**config.mk**
```make
export PLATFORM = sky130hd
export DESIGN_NAME = ex_mem_reg
export DESIGN_NICKNAME = d
export VERILOG_FILES = /design/src/rtl/wisc_pkg.sv /design/src/rtl/flag_reg.sv /design/src/rtl/ex_mem_reg.sv
export SDC_FILE = /design/constraint.sdc
export NUM_CORES = 1
export LEC_CHECK = 0
export CAP_MARGIN = 15
export CORE_ASPECT_RATIO = 1.1
export CORE_MARGIN = 2
export CORE_UTILIZATION = 40
export DETAILED_ROUTE_END_ITERATION = 10
export PLACE_DENSITY = 0.85
export RECOVER_POWER = 50
export SLEW_MARGIN = 20
export SYNTH_ARGS = -nofsm -noshare
export SYNTH_HDL_FRONTEND = slang
export SYNTH_SLANG_ARGS = --single-unit
```
**constraint.sdc**
```tcl
create_clock -name clk -period 4.25 [get_ports clk]
set_input_delay 1.0625 -clock clk [delete_from_list [all_inputs] [get_ports clk]]
set_output_delay 1.0625 -clock clk [all_outputs]
set_load 0.1 [all_outputs]
```
**src/rtl/wisc_pkg.sv**
```systemverilog
// Shared definitions for the WISC core: opcodes, default widths, halt FSM states
// and the opcode-to-flag-class mapping used by the execute/memory boundary.
package wisc_pkg;

    localparam int DW_DEF = 16;
    localparam int RW_DEF = 4;

    localparam logic [3:0] OP_ADD    = 4'h0;
    localparam logic [3:0] OP_SUB    = 4'h1;
    localparam logic [3:0] OP_XOR    = 4'h2;
    localparam logic [3:0] OP_RED    = 4'h3;
    localparam logic [3:0] OP_SLL    = 4'h4;
    localparam logic [3:0] OP_SRA    = 4'h5;
    localparam logic [3:0] OP_ROR    = 4'h6;
    localparam logic [3:0] OP_PADDSB = 4'h7;
    localparam logic [3:0] OP_LW     = 4'h8;
    localparam logic [3:0] OP_SW     = 4'h9;
    localparam logic [3:0] OP_LLB    = 4'hA;
    localparam logic [3:0] OP_LHB    = 4'hB;
    localparam logic [3:0] OP_B      = 4'hC;
    localparam logic [3:0] OP_BR     = 4'hD;
    localparam logic [3:0] OP_PCS    = 4'hE;
    localparam logic [3:0] OP_HLT    = 4'hF;

    typedef enum logic {
        ST_RUN    = 1'b0,
        ST_HALTED = 1'b1
    } halt_state_e;

    // Returns {updates_nzv, updates_z_only}; RED and PADDSB deliberately leave flags alone.
    function automatic logic [1:0] flag_class(input logic [3:0] op);
        logic [1:0] cls;
        cls = 2'b00;
        case (op)
            OP_ADD, OP_SUB:                 cls = 2'b10;
            OP_XOR, OP_SLL, OP_SRA, OP_ROR: cls = 2'b01;
            default:                        cls = 2'b00;
        endcase
        return cls;
    endfunction

endpackage

```
**src/rtl/flag_reg.sv**
```systemverilog
// Architectural N/Z/V flag register with an independent load enable per bit.
module flag_reg (
    input  logic clk,
    input  logic rst,
    input  logic en_n,
    input  logic en_z,
    input  logic en_v,
    input  logic n_d,
    input  logic z_d,
    input  logic v_d,
    output logic flag_n,
    output logic flag_z,
    output logic flag_v
);

    always_ff @(posedge clk) begin
        if (rst) begin
            flag_n <= 1'b0;
            flag_z <= 1'b0;
            flag_v <= 1'b0;
        end else begin
            if (en_n) flag_n <= n_d;
            if (en_z) flag_z <= z_d;
            if (en_v) flag_v <= v_d;
        end
    end

endmodule

```
**src/rtl/ex_mem_reg.sv**
```systemverilog
// EX/MEM pipeline register of the WISC core: captures ALU results and control,
// owns the flag register, the EX-to-EX forwarding tap and sticky halt tracking.
module ex_mem_reg
    import wisc_pkg::*;
#(
    parameter int DW = DW_DEF,
    parameter int RW = RW_DEF
) (
    input  logic          clk,
    input  logic          rst,
    input  logic          ex_valid,
    input  logic [3:0]    ex_opcode,
    input  logic [DW-1:0] ex_result,
    input  logic          ex_ovfl,
    input  logic [DW-1:0] ex_store_data,
    input  logic [RW-1:0] ex_dst,
    input  logic          ex_wr_en,
    input  logic          stall,
    input  logic          flush,
    output logic          mem_valid,
    output logic [3:0]    mem_opcode,
    output logic [DW-1:0] mem_result,
    output logic [DW-1:0] mem_store_data,
    output logic [RW-1:0] mem_dst,
    output logic          mem_wr_en,
    output logic          mem_rd,
    output logic          mem_wr,
    output logic          flag_n,
    output logic          flag_z,
    output logic          flag_v,
    output logic          fwd_valid,
    output logic [RW-1:0] fwd_dst,
    output logic [DW-1:0] fwd_data,
    output logic          halted
);

    halt_state_e state, state_nxt;
    logic        accept;
    logic [1:0]  cls;
    logic        en_nzv;
    logic        en_z;

    assign halted = (state == ST_HALTED);
    assign accept = ex_valid & ~stall & ~flush & ~halted;

    always_comb begin
        state_nxt = state;
        if (state == ST_RUN && accept && ex_opcode == OP_HLT)
            state_nxt = ST_HALTED;
    end

    always_ff @(posedge clk) begin
        if (rst) state <= ST_RUN;
        else     state <= state_nxt;
    end

    // EX -> MEM stage boundary
    always_ff @(posedge clk) begin
        if (rst) begin
            mem_valid      <= 1'b0;
            mem_opcode     <= 4'h0;
            mem_result     <= '0;
            mem_store_data <= '0;
            mem_dst        <= '0;
            mem_wr_en      <= 1'b0;
            mem_rd         <= 1'b0;
            mem_wr         <= 1'b0;
        end else if (halted || flush) begin
            // Bubble: control cleared, data fields keep their last values.
            mem_valid <= 1'b0;
            mem_wr_en <= 1'b0;
            mem_rd    <= 1'b0;
            mem_wr    <= 1'b0;
        end else if (!stall) begin
            mem_valid      <= ex_valid;
            mem_opcode     <= ex_opcode;
            mem_result     <= ex_result;
            mem_store_data <= ex_store_data;
            mem_dst        <= ex_dst;
            mem_wr_en      <= ex_valid & ex_wr_en;
            mem_rd         <= ex_valid & (ex_opcode == OP_LW);
            mem_wr         <= ex_valid & (ex_opcode == OP_SW);
        end
    end

    assign cls    = flag_class(ex_opcode);
    assign en_nzv = accept & cls[1];
    assign en_z   = accept & (cls[1] | cls[0]);

    flag_reg u_flags (
        .clk    (clk),
        .rst    (rst),
        .en_n   (en_nzv),
        .en_z   (en_z),
        .en_v   (en_nzv),
        .n_d    (ex_result[DW-1]),
        .z_d    (ex_result == '0),
        .v_d    (ex_ovfl),
        .flag_n (flag_n),
        .flag_z (flag_z),
        .flag_v (flag_v)
    );

    // Register 0 is hardwired, so a write to it must never be bypassed.
    assign fwd_valid = mem_valid & mem_wr_en & (mem_dst != '0);
    assign fwd_dst   = mem_dst;
    assign fwd_data  = mem_result;

endmodule

```
Word level (Yosys, flattened, before mapping)
Index checks and enable logic that the tools add are counted.
{"block": "word_totals", "regBits": 48, "output_inout_bits": 69, "word_cells": 46}
{"block": "classes", "n_eq_ne": 8, "n_mux": 1, "n_bitwise": 15, "n_reduce_logical": 10}
{"operator": "16-bit logical NOT", "n": 1}
{"operator": "4-bit by 3-bit == test with 1-bit output (second input constant)", "n": 3}
{"operator": "4-bit == test (second input constant)", "n": 3}
{"operator": "1-bit bitwise AND", "n": 10}
{"operator": "4-bit by 1-bit == test with 1-bit output (second input constant)", "n": 1}
{"operator": "4-bit by 2-bit == test with 1-bit output (second input constant)", "n": 1}
{"operator": "4-bit logical NOT", "n": 1}
{"operator": "1-bit NOT", "n": 4}
{"operator": "2-bit one-hot mux with 2 select lines", "n": 1}
{"operator": "4-bit nonzero test", "n": 1}
{"operator": "2-bit OR reduction", "n": 2}
{"operator": "4-bit OR reduction", "n": 1}
{"operator": "1-bit logical AND", "n": 2}
{"operator": "2-bit AND reduction", "n": 1}
{"operator": "1-bit logical OR", "n": 1}
{"operator": "1-bit OR", "n": 1}

Longest topological paths before layout
Gate-level depths: netlist of the first run.
{"block": "depth", "word_depth": 6, "depth_mapped": 6, "ltp_nobuf": 3}

Cells and area by module
A second synthesis of the first run with hierarchy kept.
{"block": "hier_totals", "cells_unflattened": 238, "area_unflattened_um2": 1918.1}
{"module": "ex_mem_reg", "instances": 1, "cells_each": 229, "area_each_um2": 1816.7, "seq_area_each_um2": 900.9}
{"module": "flag_reg", "instances": 1, "cells_each": 9, "area_each_um2": 101.3, "seq_area_each_um2": 60.1}

Worst setup path before layout of the first run
Ideal clock, no wire load.
{"block": "synth_timing", "path_type": "flip-flop to output port", "from": "register mem_dst[2] (netlist: fwd_dst[2])", "to": "output port fwd_valid", "arrival_ns": 2.406, "t_required_ns": 3.188, "path_slack_ns": 0.781, "path_stages_with_launch": 3, "path_buffers": 0, "path_cell_list": "dfxtp_1 > nor4_1 > nor2_1"}
{"block": "synth_between", "elab_chain_len": 2}
{"element": "start, declared", "line": "ex_mem_reg.sv:24", "text": "output logic [RW-1:0] mem_dst,"}
{"element": "start signal, assigned", "line": "ex_mem_reg.sv:79", "text": "mem_dst <= ex_dst;"}
{"element": "4-bit nonzero test", "line": "ex_mem_reg.sv:105", "text": "assign fwd_valid = mem_valid & mem_wr_en & (mem_dst != '0);"}
{"element": "1-bit bitwise AND", "line": "ex_mem_reg.sv:105"}
{"element": "end, declared", "line": "ex_mem_reg.sv:31", "text": "output logic fwd_valid,"}
No other way between the ends.

Final worst setup path of the first run
{"block": "layout_timing", "from": "input port stall", "to": "register mem_result[5] (netlist: fwd_data[5])"}
{"block": "layout_between", "elab_chain_len": 2}
{"element": "start, declared", "line": "ex_mem_reg.sv:18", "text": "input logic stall,"}
{"element": "1-bit NOT (no line)"}
{"element": "2-bit AND reduction (no line)"}
{"element": "end signal, assigned", "line": "ex_mem_reg.sv:77", "text": "mem_result <= ex_result;"}
{"element": "end, declared", "line": "ex_mem_reg.sv:22", "text": "output logic [DW-1:0] mem_result,"}
No other way between the ends.
A chain may end at the register's enable or synchronous reset.

==> impl_metrics.toml, run 1 <==
[timing]
fin_crit_ns = 3.37
rsz0062_at_grt = "false"
fin_tns_setup_ns = 0
fin_skew_ns = 0.00481
worst_pin_slew_ns = 1.76
finalCritPeriodShare_pct = 79.3
maxSlewHeadroom_pct = -17.2
clock.fmax_mhz = 297
fin_ws_ns = 0.878
maxSlewViolCount = 41
setup_violations = 0
finalHoldViolCount = 0

[flow_run]
drv_cap = 1

[floorplan]
initial_core_util_pct = 41.6
rows = 26
coreArea_um2 = 4650
die_w_um = 70.3
dieArea_um2 = 5410
die_h_um = 76.9
boundaryPins = 116

[cts]
cts.repair.resized = 0
postCtsSetupBuffers = 0
clk_pin_slew_ns = 0.08
cts-root-buf = "clkbuf_8"
clk_latency_ns = 0.29
htreeDepth = 2
hold_buffers = 0
cts_tree = "done"
cts_buffers = 5
cts_buffer_depth = 2
cts.sinks = 48

[hold_path]
hp-class = "register to register"

[route]
wl_met1_um = 2190
num_vias = 1937
top_layer = "met4"
first_iter_violations = 76
wl_per_cell_um = 13.3
wirelength_um = 5230
wl_met2_um = 2570
drc_errors = 0
dr.pass1.iters = 4
routed_via_density = 4.94
wl_met3_um = 404
ant_nets = 0

[finish]
area_growth_pct = 57.0
layout.cell_area.non_filler_um2 = 3030
final_cell_mix = "clkdlybuf4s50_1 (103), nand2_1 (85), dfxtp_1 (48), a21oi_1 (44), dlygate4sd3_1 (11)"
layout.cells.non_filler = 392
seq_area_um2 = 961
nets = 382
multi_input_area_um2 = 749
drive_gt1_share_pct = 3.27
layout_commonest_cell = "clkdlybuf4s50_1"
antenna_cells = 0
num-fill-cells = 413

[synthesis]
syn_area_um2 = 1930
ys_ff_latch = 48
ys_warn_count = 0
ys_seq_area_share_pct = 49.7
synthDistinctLibCells = 25
synthCells = 246
synthesis.nets = 293
synth.avg_cell_area_um2 = 7.86

[place]
place_area_um2 = 2950
pre_cts_ws_ns = 1.22
placed_cells = 384
hpwl_um = 3830
gp_congestion = 0.776
port_buffers = 115

[pwr]
power_density_nw_per_um2 = 361
cellLeakagePower_nw = 1.10
max-vdd-ir-drop_mv = 0.234

[setup_path]
required_ns = 4.47
start_kind = "input pin"
end_kind = "register"
crit_type = "input pin to register"
arrival_ns = 3.59
critPathMaxFanout = 40

[global_route]
grt_pass1_vias = 1812
antenna_found_initial = 0
grt_usage_pct = 19.6
grt_overflow_total = 0
grt_max_degree = 47
grt_pass1_wl_um = 8610

[run_status]
status = "finished, violations left"
failed_checks = "max-capacitance violations, max-slew violations"
[synthesized netlist by cell type]
cell type	n	area share [%]
nor4_1	4	1.3
inv_1	1	0.19
o21ai_0	2	0.52
nor2_1	7	1.4
nand2_1	85	17
a22oi_1	1	0.39
a41oi_1	1	0.45
buf_6	1	0.58
o31ai_1	1	0.39
or4b_4	1	0.71
buf_2	6	1.6
a41o_1	1	0.52
nor3_1	2	0.52
or3_1	3	0.97
nor2b_1	1	0.32
clkbuf_1	8	1.6
dfxtp_1	48	50
o31a_1	1	0.45
nor3_2	1	0.52
nand4_1	4	1.3
nand2b_1	1	0.32
a21oi_1	44	11
and3b_1	1	0.45
buf_4	20	7.8
nand3_1	1	0.26
[final cells by class]
| class | count | area share (%) |
|---|---|---|
| clock buffers | 6 | 2.72 |
| inverters | 1 | 0.124 |
| flip-flops and latches | 48 | 31.7 |
| repair buffers | 117 | 38.1 |
| well taps | 56 | 2.31 |
| multi-input cells | 162 | 24.7 |
| clock inverters | 2 | 0.330 |
[final timing paths]
| path | slack, ns | cells past startpoint | endpoint | from |
|---|---|---|---|---|
| hold / removal | 0.45 | 2 | mem_store_data[13]$_SDFFE_PP0P_ | mem_store_data[13]$_SDFFE_PP0P_ |
| setup / recovery | 0.88 | 5 | fwd_data[5]$_SDFFE_PP0P_ | stall |
| setup reg to reg | 1.93 | 4 | fwd_data[5]$_SDFFE_PP0P_ | halted$_SDFFE_PP0P_ |
| hold reg to reg | 0.45 | 2 | mem_store_data[13]$_SDFFE_PP0P_ | mem_store_data[13]$_SDFFE_PP0P_ |
[flip-flops by register name, indices dropped and copies added, names as in the netlist, 4 cells and up]
signal / count
fwd_dst: 4
fwd_data: 16
mem_store_data: 16
mem_opcode: 4
[critical path: stages]
cell,delay [ns]
dlygate4sd3_1,0.74
or3_1,0.17
clkbuf_1,1.25
nand2_1,0.14
a21oi_1,0.20
[kinds of logic after synthesis]
group                  after synthesis  synth area share, %
DFF                                 48                 49.7
and+or+nand+nor                    111                 24.5
buffers and inverters               36                 11.7
AOI/OAI and AO/OA                   51                 14.1
[routing by layer]
| layer | vias to the layer above | GRT usage [%] |
|---|---|---|
| li1 | 973 | - |
| met1 | 885 | 23.8 |
| met2 | 73 | 32.5 |
| met3 | 6 | 6.70 |
| met4 | 0 | 6.35 |
| met5 | - | 0 |
[report_power, final]
part	internal, mW	leakage [nW]	switching [mW]	total (mW)
clock network	0.130	0.0510	0.142	0.272
logic	0.0927	0.656	0.250	0.343
registers	0.468	0.392	0.0115	0.479
[metrics by stage]
step / util (%) / total power [mW] / hold slack (ns)
detailed placement: 63.4 / 0.835 / 0.446
CTS: 65.4 / 1.11 / 0.457
finish: 65.2 / 1.09 / 0.451
global route: 65.2 / 1.14 / 0.471
floorplan: - / 0.739 / 0.883
global placement: 63.4 / 0.832 / 0.441
Note: power is estimated with default switching activity, not from simulation.
==> inputs of run 2 (changes only) <==
Settings changed: CORE_UTILIZATION 40 to 33, PLACE_DENSITY 0.85 to 0.75.
Clock period 4.25 ns to 2.7 ns, I/O delays scaled along.
==> impl_metrics.toml, run 2 (synthesis results as in run 1) <==
[run_status]
status = "finished, final reports clean"

[timing]
maxSlewViolCount = 0
whs_ns = 0.461
worst_pin_slew_ns = 1.19
setup_violations = 0
finalCritPeriodShare_pct = 82.3
fin_ws_ns = 0.479
finalHoldViolCount = 0
rsz0062_at_grt = "false"
clock.fmax_mhz = 450
fin_crit_ns = 2.22
fin_tns_setup_ns = 0
fin_skew_ns = 0.00269
maxSlewHeadroom_pct = 21.2

[cts]
cts-root-buf = "clkbuf_8"
hold_buffers = 0
cts_buffers = 5
clk_latency_ns = 0.29
htreeDepth = 2
cts_tree = "done"
cts.repair.resized = 0
cts_buffer_depth = 2
clk_pin_slew_ns = 0.08
postCtsSetupBuffers = 0
cts.sinks = 48

[flow_run]
drv_cap = 0

[route]
ant_nets = 0
wl_met1_um = 2170
drc_errors = 0
routed_via_density = 4.63
num_vias = 1916
wl_per_cell_um = 12.1
dr.pass1.iters = 4
wl_met2_um = 2310
top_layer = "met4"
wirelength_um = 5020
wl_met3_um = 457
first_iter_violations = 87

[finish]
num-fill-cells = 633
antenna_cells = 0
area_growth_pct = 39.6
nets = 384
drive_gt1_share_pct = 7.72
final_cell_mix = "nand2_1 (85), clkbuf_1 (58), dfxtp_1 (48), clkdlybuf4s50_1 (45), a21oi_1 (44)"
layout_commonest_cell = "nand2_1"

[place]
pre_cts_ws_ns = 0.409
gp_congestion = 0.776
hpwl_um = 3720
port_buffers = 115

[global_route]
antenna_found_initial = 0
grt_max_degree = 41
grt_pass1_vias = 1798
grt_usage_pct = 16.0
grt_overflow_total = 0
grt_pass1_wl_um = 8500

[setup_path]
path_cells = "clkbuf_1"
end_kind = "output port"
crit_type = "register to output port"
cp_top_family = "buffers and inverters"
max_stage_delay_ns = 0.87
arrival_ns = 1.55
cp_slowest_cell = "clkbuf_1"
start_kind = "register"
critical_path_buf_inv_count = 1
required_ns = 2.03
critPathMaxFanout = 3

[floorplan]
coreArea_um2 = 5700
die_h_um = 84.3
dieArea_um2 = 6490
die_w_um = 77.0
boundaryPins = 116
rows = 29
initial_core_util_pct = 33.9

[pwr]
cellLeakagePower_nw = 0.969
power_density_nw_per_um2 = 630
max-vdd-ir-drop_mv = 0.239
power.total_mw = 1.70

[hold_path]
hp-class = "register to register"
-- run 2: changes by cell type in the layout (fill, tap and decap cells not counted), sizes merged --
cell	previous run	this run
buf	2	16
clkbuf	7	65
clkdlybuf4s50	103	45
dlygate4sd3	11	0
clkinv	2	0
-- run 2: per-layer routing --
| metal | up-vias | GRT usage [%] |
|---|---|---|
| met1 | 854 | 20.1 |
| met4 | 0 | 5.03 |
| met5 | - | 0 |
| li1 | 971 | - |
| met2 | 82 | 25.5 |
| met3 | 9 | 5.91 |
-- run 2: power breakdown --
group | switching, mW | total, mW | internal (mW)
Clock | 0.221 | 0.449 | 0.228
Sequential | 0.0190 | 0.755 | 0.736
Combinational | 0.391 | 0.496 | 0.105
Total | 0.630 | 1.70 | 1.07
-- run 2: layout make-up --
| class | count | area, um^2 | share of cell area, % |
|---|---|---|---|
| clock buffers | 7 | 96.3 | 3.57 |
| inverters | 1 | 3.75 | 0.139 |
| multi-input cells | 162 | 756 | 28.0 |
| flip-flops and latches | 48 | 961 | 35.6 |
| well taps | 77 | 96.3 | 3.57 |
| repair buffers | 119 | 786 | 29.1 |
-- run 2: through the flow --
step	std cells	instance area, um^2	util, %
after floorplan	246	1940	-
final	414	2700	47.4
after detailed placement	407	2820	49.5
after global routing	414	2700	47.4
after global placement	407	2820	49.5
after CTS	414	2920	51.2
-- run 2: worst paths after layout --
path	start	cells after the start	slack, ns	endpoint
min reg2reg	mem_store_data[8]$_SDFFE_PP0P_	2	0.46	mem_store_data[8]$_SDFFE_PP0P_
min	mem_store_data[8]$_SDFFE_PP0P_	2	0.46	mem_store_data[8]$_SDFFE_PP0P_
max reg2reg	halted$_SDFFE_PP0P_	4	1.34	fwd_data[3]$_SDFFE_PP0P_
max	fwd_data[15]$_SDFFE_PP0P_	1	0.48	fwd_data[15]
-- run 2: worst register-to-register path, delay by kind of cell, from the launching register on --
kind | cells | cell delay, ns
AND/OR/NAND/NOR | 2 | 0.50
flip-flops | 1 | 0.39
buffers and inverters | 1 | 0.27
AO/OA/AOI/OAI | 1 | 0.07
